File: config.mk
export PLATFORM = sky130hd
export DESIGN_NAME = serdesphy_ana_rx_deser_flat
export DESIGN_NICKNAME = d
export VERILOG_FILES = /design/src/rtl/serdesphy_ana_rx_deser_if.sv /design/src/rtl/serdesphy_ana_rx_deser.sv /design/src/flat_wrapper.sv
export SDC_FILE = /design/constraint.sdc
export NUM_CORES = 1
export LEC_CHECK = 0
export ABC_CLOCK_PERIOD_IN_PS = 2500
export BUFFER_PORTS_ARGS = -buffer_cell sky130_fd_sc_hd__buf_2
export CAP_MARGIN = 15
export CORE_MARGIN = 3
export CORE_UTILIZATION = 58
export CTS_CLUSTER_SIZE = 28
export DETAILED_ROUTE_END_ITERATION = 16
export PLACE_DENSITY = 0.78
export SYNTH_ARGS = -nofsm -noshare
export SYNTH_HDL_FRONTEND = slang
export SYNTH_SLANG_ARGS = --single-unit
File: constraint.sdc
create_clock -name clk_240m_rx -period 2.5 [get_ports clk_240m_rx]
set_clock_uncertainty 0.15 [all_clocks]
set_input_delay 0.125 -clock clk_240m_rx [delete_from_list [all_inputs] [get_ports clk_240m_rx]]
set_output_delay 0.125 -clock clk_240m_rx [all_outputs]
set_load 0.005 [all_outputs]
File: src/rtl/serdesphy_ana_rx_deser_if.sv
// Line-side inputs and recovered-data/status outputs of the RX deserializer mock.
// Optional PRBS checker signals appear when SERDESPHY_RX_PRBS_CHK_EN is defined.
interface serdesphy_ana_rx_deser_if;
  logic       deserializer_enable;
  logic       deserializer_reset_n;
  logic       deserializer_bypass;
  logic       lpbk_en;
  logic       rxp;
  logic       rxn;
  logic       lpbk_txp;
  logic       lpbk_txn;
  logic       deserializer_data;
  logic [9:0] word_out;
  logic       word_valid;
  logic       deserializer_ready;
  logic       deserializer_lock;
  logic       deserializer_error;
  logic       deserializer_active;
  logic       deserializer_status;
`ifdef SERDESPHY_RX_PRBS_CHK_EN
  logic        prbs_chk_en;
  logic        prbs_clr;
  logic [15:0] prbs_err_cnt;

  modport master (
    output deserializer_enable, deserializer_reset_n, deserializer_bypass, lpbk_en,
           rxp, rxn, lpbk_txp, lpbk_txn, prbs_chk_en, prbs_clr,
    input  deserializer_data, word_out, word_valid, deserializer_ready,
           deserializer_lock, deserializer_error, deserializer_active,
           deserializer_status, prbs_err_cnt
  );

  modport slave (
    input  deserializer_enable, deserializer_reset_n, deserializer_bypass, lpbk_en,
           rxp, rxn, lpbk_txp, lpbk_txn, prbs_chk_en, prbs_clr,
    output deserializer_data, word_out, word_valid, deserializer_ready,
           deserializer_lock, deserializer_error, deserializer_active,
           deserializer_status, prbs_err_cnt
  );
`else
  modport master (
    output deserializer_enable, deserializer_reset_n, deserializer_bypass, lpbk_en,
           rxp, rxn, lpbk_txp, lpbk_txn,
    input  deserializer_data, word_out, word_valid, deserializer_ready,
           deserializer_lock, deserializer_error, deserializer_active,
           deserializer_status
  );

  modport slave (
    input  deserializer_enable, deserializer_reset_n, deserializer_bypass, lpbk_en,
           rxp, rxn, lpbk_txp, lpbk_txn,
    output deserializer_data, word_out, word_valid, deserializer_ready,
           deserializer_lock, deserializer_error, deserializer_active,
           deserializer_status
  );
`endif
endinterface

File: src/rtl/serdesphy_ana_rx_deser.sv
// Behavioural RX deserializer: 2-flop line capture, K28.5 comma alignment, lock tracking.
// Define SERDESPHY_RX_PRBS_CHK_EN to add the self-seeding PRBS7 error counter.
//
// state  | meaning
// OFF    | disabled or soft reset, counters cleared
// SETTLE | waiting SETTLE_CYCLES after enable
// HUNT   | searching for a comma in any bit position
// ALIGN  | comma found, counting aligned commas towards lock
// LOCKED | word-aligned, emitting words, counting line errors
module serdesphy_ana_rx_deser #(
  parameter int SETTLE_CYCLES = 16,
  parameter int LOCK_COMMAS   = 4,
  parameter int LOSS_ERRS     = 3,
  parameter int CNT_W         = 8
) (
  input logic                      clk_240m_rx,
  input logic                      rst,
  serdesphy_ana_rx_deser_if.slave  rx_if
);

  localparam logic [2:0] ST_OFF    = 3'd0;
  localparam logic [2:0] ST_SETTLE = 3'd1;
  localparam logic [2:0] ST_HUNT   = 3'd2;
  localparam logic [2:0] ST_ALIGN  = 3'd3;
  localparam logic [2:0] ST_LOCKED = 3'd4;

  localparam int GOOD_W = $clog2(LOCK_COMMAS + 1);
  localparam int ERRS_W = $clog2(LOSS_ERRS + 1);

  localparam logic [CNT_W-1:0]  SETTLE_LAST = CNT_W'(SETTLE_CYCLES - 1);
  localparam logic [GOOD_W-1:0] GOOD_MAX    = GOOD_W'(LOCK_COMMAS);
  localparam logic [ERRS_W-1:0] ERRS_MAX    = ERRS_W'(LOSS_ERRS);
  localparam logic [9:0]        COMMA_P     = 10'b0011111010;
  localparam logic [9:0]        COMMA_N     = 10'b1100000101;

  logic [2:0]        r_state;
  logic [CNT_W-1:0]  r_settle_cnt;
  logic [3:0]        r_phase;
  logic [GOOD_W-1:0] r_good;
  logic [ERRS_W-1:0] r_errs;
  logic [9:0]        r_shreg;
  logic [9:0]        r_word;
  logic              r_word_valid;
  logic              r_err_pulse;
  logic              r_p1;
  logic              r_p2;
  logic              r_n1;
  logic              r_n2;

  logic              w_sel_p;
  logic              w_sel_n;
  logic              w_invalid;
  logic              w_comma;
  logic              w_ph9;
  logic              w_line_err;
  logic              w_force_off;
  logic [3:0]        w_phase_nxt;
  logic [GOOD_W-1:0] w_good_inc;
  logic [ERRS_W-1:0] w_errs_inc;

  assign w_sel_p = rx_if.lpbk_en ? rx_if.lpbk_txp : rx_if.rxp;
  assign w_sel_n = rx_if.lpbk_en ? rx_if.lpbk_txn : rx_if.rxn;

  always_ff @(posedge clk_240m_rx or posedge rst) begin
    if (rst) begin
      r_p1 <= 1'b0;
      r_p2 <= 1'b0;
      r_n1 <= 1'b0;
      r_n2 <= 1'b0;
    end else begin
      r_p1 <= w_sel_p;
      r_p2 <= r_p1;
      r_n1 <= w_sel_n;
      r_n2 <= r_n1;
    end
  end

  always_ff @(posedge clk_240m_rx or posedge rst) begin
    if (rst) begin
      r_shreg <= 10'd0;
    end else if (r_state != ST_OFF) begin
      r_shreg <= {r_shreg[8:0], r_p2};
    end
  end

  // Comma is judged on the shifted history; validity on the bit arriving now.
  assign w_invalid   = (r_p2 == r_n2);
  assign w_comma     = (r_shreg == COMMA_P) || (r_shreg == COMMA_N);
  assign w_ph9       = (r_phase == 4'd9);
  assign w_line_err  = w_invalid || (w_comma && !w_ph9);
  assign w_force_off = !rx_if.deserializer_enable || !rx_if.deserializer_reset_n;
  assign w_phase_nxt = w_ph9 ? 4'd0 : r_phase + 4'd1;
  assign w_good_inc  = (r_good == GOOD_MAX) ? r_good : r_good + 1'b1;
  assign w_errs_inc  = (r_errs == ERRS_MAX) ? r_errs : r_errs + 1'b1;

  always_ff @(posedge clk_240m_rx or posedge rst) begin
    if (rst) begin
      r_state      <= ST_OFF;
      r_settle_cnt <= '0;
      r_phase      <= 4'd0;
      r_good       <= '0;
      r_errs       <= '0;
      r_word       <= 10'd0;
      r_word_valid <= 1'b0;
      r_err_pulse  <= 1'b0;
    end else begin
      r_word_valid <= 1'b0;
      r_err_pulse  <= 1'b0;
      if (w_force_off) begin
        r_state      <= ST_OFF;
        r_settle_cnt <= '0;
        r_phase      <= 4'd0;
        r_good       <= '0;
        r_errs       <= '0;
      end else begin
        case (r_state)
          ST_OFF: begin
            r_state      <= ST_SETTLE;
            r_settle_cnt <= '0;
          end
          ST_SETTLE: begin
            if (r_settle_cnt == SETTLE_LAST) begin
              r_state <= ST_HUNT;
            end else begin
              r_settle_cnt <= r_settle_cnt + 1'b1;
            end
          end
          ST_HUNT: begin
            if (w_comma) begin
              r_state <= ST_ALIGN;
              r_phase <= 4'd0;
              r_good  <= GOOD_W'(1);
            end
          end
          ST_ALIGN: begin
            if (w_line_err) begin
              r_state <= ST_HUNT;
              r_phase <= 4'd0;
              r_good  <= '0;
            end else begin
              r_phase <= w_phase_nxt;
              if (w_ph9 && w_comma) begin
                r_good <= w_good_inc;
                if (w_good_inc == GOOD_MAX) begin
                  r_state <= ST_LOCKED;
                  r_errs  <= '0;
                end
              end
            end
          end
          ST_LOCKED: begin
            r_phase <= w_phase_nxt;
            if (w_ph9) begin
              r_word_valid <= 1'b1;
              r_word       <= r_shreg;
            end
            // An invalid bit outranks a simultaneous aligned comma.
            if (w_line_err) begin
              r_errs <= w_errs_inc;
              if (w_errs_inc == ERRS_MAX) begin
                r_state     <= ST_HUNT;
                r_err_pulse <= 1'b1;
                r_phase     <= 4'd0;
                r_good      <= '0;
              end
            end else if (w_comma) begin
              r_errs <= '0;
            end
          end
          default: begin
            r_state <= ST_OFF;
          end
        endcase
      end
    end
  end

  assign rx_if.deserializer_data   = rx_if.deserializer_bypass ? rx_if.rxp : r_p2;
  assign rx_if.word_out            = r_word;
  assign rx_if.word_valid          = r_word_valid && !rx_if.deserializer_bypass;
  assign rx_if.deserializer_ready  = (r_state == ST_HUNT) || (r_state == ST_ALIGN) ||
                                     (r_state == ST_LOCKED);
  assign rx_if.deserializer_lock   = (r_state == ST_LOCKED);
  assign rx_if.deserializer_error  = r_err_pulse;
  assign rx_if.deserializer_active = (r_state != ST_OFF);
  assign rx_if.deserializer_status = (r_state == ST_LOCKED) && (r_errs == '0);

`ifdef SERDESPHY_RX_PRBS_CHK_EN
  logic [6:0]  r_prbs_lfsr;
  logic [2:0]  r_prbs_fill;
  logic [15:0] r_prbs_errs;
  logic        w_prbs_exp;

  // Self-synchronising checker: received bits feed the LFSR, so each flip
  // is seen once directly and once at each of the two taps.
  assign w_prbs_exp = r_prbs_lfsr[6] ^ r_prbs_lfsr[5];

  always_ff @(posedge clk_240m_rx or posedge rst) begin
    if (rst) begin
      r_prbs_lfsr <= 7'd0;
      r_prbs_fill <= 3'd0;
      r_prbs_errs <= 16'd0;
    end else if (rx_if.prbs_clr) begin
      r_prbs_lfsr <= 7'd0;
      r_prbs_fill <= 3'd0;
      r_prbs_errs <= 16'd0;
    end else if ((r_state == ST_LOCKED) && rx_if.prbs_chk_en) begin
      r_prbs_lfsr <= {r_prbs_lfsr[5:0], r_p2};
      if (r_prbs_fill != 3'd7) begin
        r_prbs_fill <= r_prbs_fill + 3'd1;
      end else if ((r_p2 != w_prbs_exp) && (r_prbs_errs != 16'hFFFF)) begin
        r_prbs_errs <= r_prbs_errs + 16'd1;
      end
    end
  end

  assign rx_if.prbs_err_cnt = r_prbs_errs;
`endif

endmodule

File: src/flat_wrapper.sv
// flat-port wrapper written by rule: the top's interface ports become plain ports
module serdesphy_ana_rx_deser_flat 
#(
  parameter int SETTLE_CYCLES = 16,
  parameter int LOCK_COMMAS   = 4,
  parameter int LOSS_ERRS     = 3,
  parameter int CNT_W         = 8
)
  (clk_240m_rx, rst, rx_if_deserializer_enable, rx_if_deserializer_reset_n, rx_if_deserializer_bypass, rx_if_lpbk_en, rx_if_rxp, rx_if_rxn, rx_if_lpbk_txp, rx_if_lpbk_txn, rx_if_deserializer_data, rx_if_word_out, rx_if_word_valid, rx_if_deserializer_ready, rx_if_deserializer_lock, rx_if_deserializer_error, rx_if_deserializer_active, rx_if_deserializer_status);
  serdesphy_ana_rx_deser_if rx_if_i ();
  input logic clk_240m_rx;
  input logic rst;
  input wire logic [$bits(rx_if_i.deserializer_enable)-1:0] rx_if_deserializer_enable;
  input wire logic [$bits(rx_if_i.deserializer_reset_n)-1:0] rx_if_deserializer_reset_n;
  input wire logic [$bits(rx_if_i.deserializer_bypass)-1:0] rx_if_deserializer_bypass;
  input wire logic [$bits(rx_if_i.lpbk_en)-1:0] rx_if_lpbk_en;
  input wire logic [$bits(rx_if_i.rxp)-1:0] rx_if_rxp;
  input wire logic [$bits(rx_if_i.rxn)-1:0] rx_if_rxn;
  input wire logic [$bits(rx_if_i.lpbk_txp)-1:0] rx_if_lpbk_txp;
  input wire logic [$bits(rx_if_i.lpbk_txn)-1:0] rx_if_lpbk_txn;
  output wire logic [$bits(rx_if_i.deserializer_data)-1:0] rx_if_deserializer_data;
  output wire logic [$bits(rx_if_i.word_out)-1:0] rx_if_word_out;
  output wire logic [$bits(rx_if_i.word_valid)-1:0] rx_if_word_valid;
  output wire logic [$bits(rx_if_i.deserializer_ready)-1:0] rx_if_deserializer_ready;
  output wire logic [$bits(rx_if_i.deserializer_lock)-1:0] rx_if_deserializer_lock;
  output wire logic [$bits(rx_if_i.deserializer_error)-1:0] rx_if_deserializer_error;
  output wire logic [$bits(rx_if_i.deserializer_active)-1:0] rx_if_deserializer_active;
  output wire logic [$bits(rx_if_i.deserializer_status)-1:0] rx_if_deserializer_status;
  assign rx_if_i.deserializer_enable = rx_if_deserializer_enable;
  assign rx_if_i.deserializer_reset_n = rx_if_deserializer_reset_n;
  assign rx_if_i.deserializer_bypass = rx_if_deserializer_bypass;
  assign rx_if_i.lpbk_en = rx_if_lpbk_en;
  assign rx_if_i.rxp = rx_if_rxp;
  assign rx_if_i.rxn = rx_if_rxn;
  assign rx_if_i.lpbk_txp = rx_if_lpbk_txp;
  assign rx_if_i.lpbk_txn = rx_if_lpbk_txn;
  assign rx_if_deserializer_data = rx_if_i.deserializer_data;
  assign rx_if_word_out = rx_if_i.word_out;
  assign rx_if_word_valid = rx_if_i.word_valid;
  assign rx_if_deserializer_ready = rx_if_i.deserializer_ready;
  assign rx_if_deserializer_lock = rx_if_i.deserializer_lock;
  assign rx_if_deserializer_error = rx_if_i.deserializer_error;
  assign rx_if_deserializer_active = rx_if_i.deserializer_active;
  assign rx_if_deserializer_status = rx_if_i.deserializer_status;
  serdesphy_ana_rx_deser #(.SETTLE_CYCLES(SETTLE_CYCLES), .LOCK_COMMAS(LOCK_COMMAS), .LOSS_ERRS(LOSS_ERRS), .CNT_W(CNT_W)) u_core (.clk_240m_rx(clk_240m_rx), .rst(rst), .rx_if(rx_if_i));
endmodule
* Yosys cells after proc, flatten, opt, wreduce, memory -nomap -nowiden
Index checks and enable logic that the tools add are counted.
** Operators by class
- Bitwise gates (word level) :: 1
- Reduce and logical (&&, ||, !) cells :: 25
- Mux-type cells :: 45
- Equal/unequal tests :: 24
- $add $sub $neg :: 4
** Operators by type and width (number)
- $mux 3 :: 15
- $mux 4 :: 6
- $ne 3x1->1 const B :: 6
- $mux 8 :: 2
- $pmux 8 s2 :: 1
- $pmux 3 s5 :: 1
- $mux 2 :: 7
- $ne 4x1->1 const B :: 3
- $pmux 4 s3 :: 1
- $eq 10x10->1 const B :: 1
- $eq 10x8->1 const B :: 1
- $mux 1 :: 10
- $reduce_and 5->1 :: 2
- $eq 3x3->1 const B :: 3
- $pmux 3 s3 :: 1
- $reduce_bool 3->1 :: 3
- $add 8x1->8 const B :: 1
- $eq 8x4->1 const B :: 1
- $eq 3x2->1 const B :: 2
- $reduce_and 6->1 :: 1
- $logic_or 1x1->1 :: 5
- $add 4x1->4 const B :: 1
- $eq 2x2->1 const B :: 2
- $eq 4x4->1 const B :: 1
- 15 further kinds :: 22
** Storage, ports and cells
- Logic and storage cells :: 112
- Bits of input ports :: 10
- Output and inout bits :: 17
- Flip-flop bits (word level) :: 46

* Depth between registers and ports, before layout
Gate-level depths: netlist (run 1).
- Depth after elaboration :: 8
- Mapped depth :: 8
- Mapped depth without buffers :: 8

* Worst setup path before layout (run 1)
OpenSTA, ideal clock, no wires.
- Kind :: register to register
- From :: register u_core.r_phase[1]
- To :: register u_core.r_good[1]
- Path slack :: 448 ps
- Library setup time :: 128 ps
- Data required time :: 2222 ps
- Path buffers :: 0
- Clock period less this slack :: 2052 ps
- Data arrival time :: 1774 ps
- Cell stages (with the launch flop) :: 9
- Cells stage by stage :: dfrtp_1 inv_1 ha_1 nand3b_1 nand4_1 nand3b_2 a22o_2 nand2b_1 mux2_1
** Between the ends
- Word-level cells in the longest chain between the ends :: 7
- Elaborated cells on any way between the ends :: 11
- Classes of those cells :: eq/ne: 3; mux: 3; reduce/logical: 5
** Ends and longest elaborated chain
- from (decl) :: RTL line serdesphy_ana_rx_deser.sv:38 : logic [3:0] r_phase;
- from (signal assigned) :: RTL line serdesphy_ana_rx_deser.sv:141 : r_phase <= w_phase_nxt;
- from (signal assigned) :: RTL line serdesphy_ana_rx_deser.sv:152 : r_phase <= w_phase_nxt;
- $eq 4x4->1 (*) :: RTL line serdesphy_ana_rx_deser.sv:89 : assign w_ph9 = (r_phase == 4'd9);
- $logic_not 1->1 :: RTL line serdesphy_ana_rx_deser.sv:90 : assign w_line_err = w_invalid || (w_comma && !w_ph9);
- $logic_and 1x1->1 :: RTL line serdesphy_ana_rx_deser.sv:90
- $logic_or 1x1->1 :: RTL line serdesphy_ana_rx_deser.sv:90
- $mux 3 :: RTL line serdesphy_ana_rx_deser.sv:136 : if (w_line_err) begin
- $pmux 3 s3 :: RTL line serdesphy_ana_rx_deser.sv:116 : case (r_state)
- $mux 3 :: RTL line serdesphy_ana_rx_deser.sv:109 : if (w_force_off) begin
- to (signal assigned) :: RTL line serdesphy_ana_rx_deser.sv:143 : r_good <= w_good_inc;
- to (decl) :: RTL line serdesphy_ana_rx_deser.sv:39 : logic [GOOD_W-1:0] r_good;
Every way passes the cells marked *; elsewhere a longest branch is shown, timed or not.
A chain may end at the register's enable or synchronous reset.

* Final worst setup path (run 1)
Ends and elaborated chain as after synthesis.

==> summary.md, run 1 <==
| Metric | Value |
|---|---|
| Status | `completed` |
| Final standard cell area without fillers | `0.00272 sq mm` |
| Number of enable flip-flop cells after synthesis | `0` |
| DIE WIDTH | `69.8 microns` |
| Count of input and output buffers | `26` |
| Vias/cell | `5.71` |
| Number of placement rows | `22` |
| CP max-delay cell | `sky130_fd_sc_hd__dfrtp_1` |
| Detailed Route Iter0 Violations | `156` |
| Clock tree from TritonCTS | `done` |
| Min-delay worst type | `input port to flop` |
| Layout cell share with drive strength beyond 1 | `23.5%` |
| Post-detailed-routing wire length | `4710 microns` |
| Die Height | `69.8 microns` |
| Maxcap violations | `0` |
| Sum of negative setup slack | `0 ps` |
| Delay contributed by the slowest stage of the critical path | `410 ps` |
| Skew-Pair Late Insertion Delay | `300 ps` |
| F_max | `429 MHz` |
| Endpoint required time on the critical path | `2530 ps` |
| Clock Root Buffer | `sky130_fd_sc_hd__clkbuf_8` |
| Worst slew margin relative to its limit | `62.5%` |
| Average footprint of a synthesized cell | `9.86 sq um` |
| Part of the power in the clock network | `32.6%` |
| Number of top-level design ports | `27` |
| Combinational cell fraction of total power | `12.8%` |
| Vias in the first global route | `1878` |
| Count of vias placed by the detailed router | `1857` |
| Num Clock Sinks | `46` |
| Unique masters post-synth | `54` |
| Crit-path cells | `inv_1 -> ha_1 -> nand3b_1 -> nand4_1 -> nand3b_2 -> a22o_2 -> nand2b_1 -> mux2_1` |
| Number of standard cells after synthesis | `239` |
| Multiplexer share of the synthesized area | `7.75%` |
| Number of buffers added by the clock tree synthesis step | `5` |
| Cell area after placement | `0.00256 sq mm` |
| CP startpoint kind | `flop` |
| Overall overflow remaining after global route | `0` |
| Number of fill cells in the layout | `290` |
| Syn nets | `254` |
| Most frequent cells in the layout | `sky130_fd_sc_hd__nand2_1, sky130_fd_sc_hd__dfrtp_1, sky130_fd_sc_hd__buf_2` |
| Largest family of logic cells by synthesized area | `simple AND/OR/NAND/NOR gates` |
| Arithmetic-cell share of the synthesized area counting full adders, half adders and majority gates | `2.65%` |
| Final nets | `291` |
| Worst vdd rail ir drop | `466 uV` |
| Register clock-pin slew on the reported worst setup and hold paths | `80 ps` |
| Number of warnings printed during yosys synthesis | `0` |
| Core Footprint | `0.00380 sq mm` |
| Type of the worst setup path | `flop to flop` |
| Fin crit share | `93.3%` |
| Initial antenna violation count | `0` |
| CTS resizes | `0` |
| Post-layout util | `71.6%` |
| Async set-or-reset flop fraction in the synthesized netlist | `100%` |
| Ant diodes | `0` |
| Most common flop cell mapped by yosys | `sky130_fd_sc_hd__dfrtp_1` |
| Switching power | `451 uW` |
| Remaining number of nets flagged by the antenna check after routing | `0` |
| Post-CTS Repair Setup Buffers | `0` |
| Crit path max fanout | `8` |
| Share of total power in sequential cells | `54.6%` |
| Share of synthesized cell area in and, or, nand and nor gates | `24.8%` |
| Synth Cell Area | `0.00236 sq mm` |
| Pre-Repair DR Iteration Count | `4` |
| Largest net degree at the start of global routing | `47` |
| Leading cell type in the layout, fill and taps excluded | `sky130_fd_sc_hd__nand2_1` |
| Final critical delay including setup and external delays | `2330 ps` |
| WL per Instance | `14.5 microns` |
| Critical path arrival | `2360 ps` |
| Bufs on Longest Clock Path | `2` |
| CTS H-tree lvls | `2` |
| # DRC | `0` |
| Static leakage | `1.32 nW` |
| Final Setup Violations | `0` |
| Fin. Hold Viols | `0` |
| Final weighted congestion in routability-driven placement | `0.915` |
| Sequential area share after synthesis | `48.8%` |
| Area growth from synthesis to final layout | `15.3%` |
| Power Internal | `1.20 mW` |
| Overall fraction of global-route tracks in use | `21.3%` |
| Die Outline Area | `0.00487 sq mm` |
| Total of flip-flops plus latches after synthesis | `46` |
| Final-report max-slew violation count | `0` |
| Sum of net half-perimeters after detailed placement | `3370 microns` |
| Cell area power density | `609 mW/mm^2` |
| Critical Path Sink Type | `flop` |
| Transition time at the pin with the least slew margin | `563 ps` |
| RSZ-0062 raised after global routing | `no` |
| Share of the synthesized netlist area taken by xor and xnor gates | `1.49%` |
| Share of total power consumed by net switching | `27.3%` |
| Effective utilization at floorplan | `62.1%` |
| Compound-gate portion of the synthesized area | `11.6%` |
| First-pass GRT wire length | `8360 microns` |
-- flip-flops by register name (all words and copies together), names as in the netlist, 2 cells and up --
name / count
u_core.r_errs: 2
u_core.r_good: 3
u_core.r_phase: 4
u_core.r_settle_cnt: 8
u_core.r_shreg: 10
u_core.r_state: 3
u_core.rx_if.word_out: 10
-- critical path: cells and delay by family, from the launching register on --
kind	cells	cell delay, ps
AO/OA/AOI/OAI	1	360
flip-flops	1	410
AND/OR/NAND/NOR	4	740
multiplexers	1	340
adder cells (fa/ha/maj)	1	140
buffers and inverters	1	70
-- through the flow --
step | total power, mW | hold WS [ps] | std cells | worst slack [ps]
final | 1.66 | 76.4 | 325 | 168
after CTS | 1.67 | 66.8 | 325 | 182
after floorplan | 1.04 | 125 | 239 | 448
after global placement | 1.11 | 141 | 312 | 322
after detailed placement | 1.12 | 147 | 312 | 214
after global routing | 1.74 | 102 | 325 | 43.4
-- power groups by stage --
stage	clock (mW)	sequential (mW)	combinational (mW)
after floorplan	0	0.887	0.157
after global placement	0	0.912	0.196
after detailed placement	0	0.918	0.205
after CTS	0.553	0.903	0.212
after global routing	0.584	0.916	0.241
final	0.539	0.905	0.212
-- what timing repair did --
action	CTS	global route
setup endpoints to repair	0	0
hold buffers	5	0
hold endpoints to repair	48	0
-- layer usage --
metal	GRT usage [%]	up-vias	wire length, microns
met5	0	-	0
li1	-	907	-
met3	5.80	11	240
met2	33.7	56	2260
met1	28.4	883	2140
met4	7.02	0	73
-- worst paths after layout --
check / startpoint / end / slack, ps / cells after the start
setup / recovery: u_core.r_phase[1]$_DFFE_PP0P_ / u_core.r_good[1]$_DFFE_PP0P_ / 170 / 8
setup reg to reg: u_core.r_phase[1]$_DFFE_PP0P_ / u_core.r_good[1]$_DFFE_PP0P_ / 170 / 8
min in group asynchronous: rst / u_core.r_settle_cnt[7]$_DFFE_PP0P_ / 350 / 4
hold reg to reg: u_core.r_n1$_DFF_PP0_ / u_core.r_n2$_DFF_PP0_ / 210 / 0
hold / removal: rx_if_deserializer_reset_n / u_core.r_settle_cnt[2]$_DFFE_PP0P_ / 80 / 3
max in group asynchronous: rst / u_core.r_state[1]$_DFFE_PP0P_ / 1470 / 4
-- final cells by class --
cell class                      count  area [sq um]  share of cell area [%]
Timing Repair Buffer               36           218                    8.01
Multi-Input combinational cell    176          1140                    41.9
Tap cell                           48          60.1                    2.21
Clock buffer                        6          72.6                    2.67
Inverter                           11          41.3                    1.52
Clock inverter                      2          37.5                    1.38
Sequential cell                    46          1150                    42.3
-- kinds of logic (layout without fill, tap and decap cells) --
kind of cell,Yosys count,after routing
AO/OA/AOI/OAI,40,40
XOR/XNOR,4,4
adder cells (fa/ha/maj),5,5
buffers and inverters,17,55
flip-flops,46,46
multiplexers,16,16
AND/OR/NAND/NOR,111,111
-- synthesized netlist by cell type, types with 2 or more instances --
cell / number / area (sq um)
sky130_fd_sc_hd__ha_1: 5 / 62.6
sky130_fd_sc_hd__nand2b_1: 2 / 12.5
sky130_fd_sc_hd__xnor2_1: 3 / 26.3
sky130_fd_sc_hd__nand3b_1: 2 / 15.0
sky130_fd_sc_hd__clkbuf_1: 3 / 11.3
sky130_fd_sc_hd__dfrtp_1: 46 / 1150
sky130_fd_sc_hd__nand3_1: 7 / 35.0
sky130_fd_sc_hd__inv_1: 11 / 41.3
sky130_fd_sc_hd__buf_2: 3 / 15.0
sky130_fd_sc_hd__and3_1: 3 / 18.8
sky130_fd_sc_hd__o22ai_1: 2 / 12.5
sky130_fd_sc_hd__o21ai_0: 10 / 50.1
sky130_fd_sc_hd__a211oi_1: 6 / 45.0
sky130_fd_sc_hd__and4bb_2: 2 / 25.0
sky130_fd_sc_hd__a21oi_1: 8 / 40.0
sky130_fd_sc_hd__or2_2: 2 / 12.5
sky130_fd_sc_hd__mux2_2: 13 / 146
sky130_fd_sc_hd__nor4b_1: 2 / 17.5
sky130_fd_sc_hd__nand2_1: 48 / 180
sky130_fd_sc_hd__nor3_1: 4 / 20.0
sky130_fd_sc_hd__nor2b_1: 4 / 25.0
sky130_fd_sc_hd__nand4_1: 4 / 25.0
sky130_fd_sc_hd__nor2_1: 18 / 67.6
(Power assumes the default switching activity.)
==> inputs of run 2 (changes only) <==
==> constraint.sdc (replaced) <==
create_clock -name clk_240m_rx -period 2.5 [get_ports clk_240m_rx]
set_clock_uncertainty 0.15 [all_clocks]
set_input_delay 0.25 -clock clk_240m_rx [delete_from_list [all_inputs] [get_ports clk_240m_rx]]
set_output_delay 0.25 -clock clk_240m_rx [all_outputs]
set_load 0.005 [all_outputs]
==> run 2 against run 1 <==
Compared with the run above: highest routed layer unchanged; sequential power barely moved; critical path depth unchanged; register-to-register slack better by 30 ps; sequential share of layout area grew 0.63 points; final area decreased by 1.5%; largest cell class unchanged; worst setup slack better by 29 ps; largest power group unchanged; clock power increased by 2%.
==> summary.md, run 2 (synthesized netlist as in run 1, its figures left out) <==
| Metric | Value |
|---|---|
| Number of placement rows | `22 (unchanged)` |
| DIE WIDTH | `69.8 microns (unchanged)` |
| Post-detailed-routing wire length | `4800 microns (was 4710 microns)` |
| Clock Root Buffer | `sky130_fd_sc_hd__clkbuf_8 (unchanged)` |
| Fin. Hold Viols | `0 (unchanged)` |
| Reg2reg start | `u_core.r_phase[1]$_DFFE_PP0P_ (unchanged)` |
| Number of top-level design ports | `27 (unchanged)` |
| Type of the worst setup path | `flop to flop (unchanged)` |
| Num Clock Sinks | `46 (unchanged)` |
| End of the worst register-to-register path | `u_core.r_good[1]$_DFFE_PP0P_ (unchanged)` |
| CP max-delay cell | `sky130_fd_sc_hd__dfrtp_1 (unchanged)` |
| Leading cell type in the layout, fill and taps excluded | `sky130_fd_sc_hd__nand2_1 (unchanged)` |
| Register clock-pin slew on the reported worst setup and hold paths | `90 ps (was 80 ps)` |
| Worst setup endpoint | `u_core.r_good[1]$_DFFE_PP0P_ (unchanged)` |
| F_max | `434 MHz (was 429 MHz)` |
| Clock tree from TritonCTS | `done (unchanged)` |
| Hold path depth | `2 (was 3)` |
| Launch point of the worst path | `u_core.r_phase[1]$_DFFE_PP0P_ (unchanged)` |
| Final nets | `287 (was 291)` |
| Detailed Route Iter0 Violations | `136 (was 156)` |
| Die Outline Area | `0.00487 sq mm (unchanged)` |
| Cell area power density | `621 mW/mm^2 (was 609 mW/mm^2)` |
| Critical path arrival | `2340 ps (was 2360 ps)` |
| # DRC | `0 (unchanged)` |
| Endpoint required time on the critical path | `2540 ps (was 2530 ps)` |
| Pre-Repair DR Iteration Count | `4 (unchanged)` |
| Overall fraction of global-route tracks in use | `20.7% (was 21.3%)` |
| Critical Path Sink Type | `flop (unchanged)` |
| R2R cell count | `8 (unchanged)` |
| Remaining number of nets flagged by the antenna check after routing | `0 (unchanged)` |
| Final weighted congestion in routability-driven placement | `0.951 (was 0.915)` |
| Sum of negative setup slack | `0 ps (unchanged)` |
| First-pass GRT wire length | `8170 microns (was 8360 microns)` |
| Worst vdd rail ir drop | `459 uV (was 466 uV)` |
| Worst setup slack before clock tree synthesis | `217 ps (was 214 ps)` |
| Maxcap violations | `0 (unchanged)` |
| Crit-path cells | `inv_1 -> ha_1 -> nand3b_1 -> nand4_1 -> nand3b_2 -> a22o_2 -> nand2b_1 -> mux2_1 (unchanged)` |
| Register-to-register setup slack | `200 ps (was 170 ps)` |
| Final Setup Violations | `0 (unchanged)` |
| Final critical delay including setup and external delays | `2300 ps (was 2330 ps)` |
| Hold Startpoint | `rx_if_rxn (was rx_if_deserializer_reset_n)` |
| Fin crit share | `92.1% (was 93.3%)` |
| Transition time at the pin with the least slew margin | `573 ps (was 563 ps)` |
| # hold bufs at CTS | `1 (was 5)` |
| Overall overflow remaining after global route | `0 (unchanged)` |
| CTS resizes | `0 (unchanged)` |
| Largest net degree at the start of global routing | `31 (was 47)` |
| Crit path max fanout | `8 (unchanged)` |
| Min-delay worst type | `input port to flop (unchanged)` |
| Area growth from synthesis to final layout | `13.6% (was 15.3%)` |
| Count of input and output buffers | `26 (unchanged)` |
| Static leakage | `1.30 nW (was 1.32 nW)` |
| Power Total | `1.66 mW (about the same)` |
| Bufs on Longest Clock Path | `2 (unchanged)` |
| RSZ-0062 raised after global routing | `no (unchanged)` |
| Layout cell share with drive strength beyond 1 | `23.8% (was 23.5%)` |
| Post-CTS Repair Setup Buffers | `0 (unchanged)` |
| CP startpoint kind | `flop (unchanged)` |
| Final-report max-slew violation count | `0 (unchanged)` |
| Count of vias placed by the detailed router | `1827 (was 1857)` |
| Skew-Pair Late Insertion Delay | `300 ps (about the same)` |
| Number of fill cells in the layout | `290 (unchanged)` |
| Die Height | `69.8 microns (unchanged)` |
| Most frequent cells in the layout | `sky130_fd_sc_hd__nand2_1, sky130_fd_sc_hd__dfrtp_1, sky130_fd_sc_hd__buf_2 (unchanged)` |
| Worst slew margin relative to its limit | `61.5% (was 62.5%)` |
| Vias in the first global route | `1780 (was 1878)` |
| Effective utilization at floorplan | `62.1% (unchanged)` |
| Initial antenna violation count | `0 (unchanged)` |
| CTS H-tree lvls | `2 (unchanged)` |
| Number of buffers added by the clock tree synthesis step | `5 (unchanged)` |
| Vias/cell | `5.69 (was 5.71)` |
| Smallest setup slack after layout | `196 ps (was 168 ps)` |
| Core Footprint | `0.00380 sq mm (unchanged)` |
| Status | `completed (unchanged)` |
| Ant diodes | `0 (unchanged)` |
| Sum of net half-perimeters after detailed placement | `3550 microns (was 3370 microns)` |
| Delay contributed by the slowest stage of the critical path | `410 ps (about the same)` |
| WL per Instance | `14.9 microns (was 14.5 microns)` |
==> run 2: cell count changes in the layout (fill, tap and decap cells not counted), sizes merged <==
cell,previous run,this run
dlygate4sd3,5,1
==> run 2: cell type report <==
type / instances / area (sq um) / area share [%]
Sequential cell: 46 / 1150 / 43.0
Multi-Input combinational cell: 176 / 1140 / 42.5
Timing Repair Buffer: 32 / 178 / 6.63
Clock buffer: 6 / 72.6 / 2.71
Tap cell: 48 / 60.1 / 2.24
Inverter: 11 / 41.3 / 1.54
Clock inverter: 2 / 37.5 / 1.40
==> run 2: where the power goes <==
part,switching [mW],internal [mW],total (mW)
registers,0.0921,0.815,0.907
logic,0.121,0.0864,0.207
clock network,0.251,0.298,0.549
total,0.464,1.20,1.66
==> run 2: metrics by stage <==
step / util, % / hold WS, ps / std cells / cell area [sq um]
after floorplan: - / 181 / 239 / 2360
after global placement: 67.4 / 102 / 312 / 2560
after detailed placement: 67.4 / 120 / 312 / 2560
after CTS: 70.5 / 37.6 / 321 / 2680
after global routing: 70.5 / 46.3 / 321 / 2680
final: 70.5 / 44.2 / 321 / 2680
==> run 2: layer usage <==
metal | global-route usage (%) | share of wire [%] | up-vias | wire length [microns]
met4 | 6.60 | 1.4 | 0 | 65
met2 | 32.6 | 47 | 61 | 2280
met3 | 3.91 | 5.8 | 6 | 280
met1 | 29.0 | 45 | 854 | 2170
li1 | - | - | 906 | -
met5 | 0 | 0 | - | 0
==> run 2: worst min-delay path by stage <==
stage | to | slack [ps]
2_1_floorplan | u_core.r_n2$_DFF_PP0_ | 180
3_3_place_gp | u_core.r_n2$_DFF_PP0_ | 100
3_5_place_dp | u_core.r_shreg[2]$_DFFE_PP0P_ | 120
4_1_cts | u_core.r_n1$_DFF_PP0_ | 40
5_1_grt | u_core.r_n1$_DFF_PP0_ | 50
6_report | u_core.r_n1$_DFF_PP0_ | 40
==> run 2: critical path, delay by kind of cell, from the launching register on <==
family / cells / cell delay (ps)
DFF: 1 / 410
AOI/OAI and AO/OA: 1 / 350
buffers and inverters: 1 / 70
muxes: 1 / 340
adders and majority gates: 1 / 130
and+or+nand+nor: 4 / 750
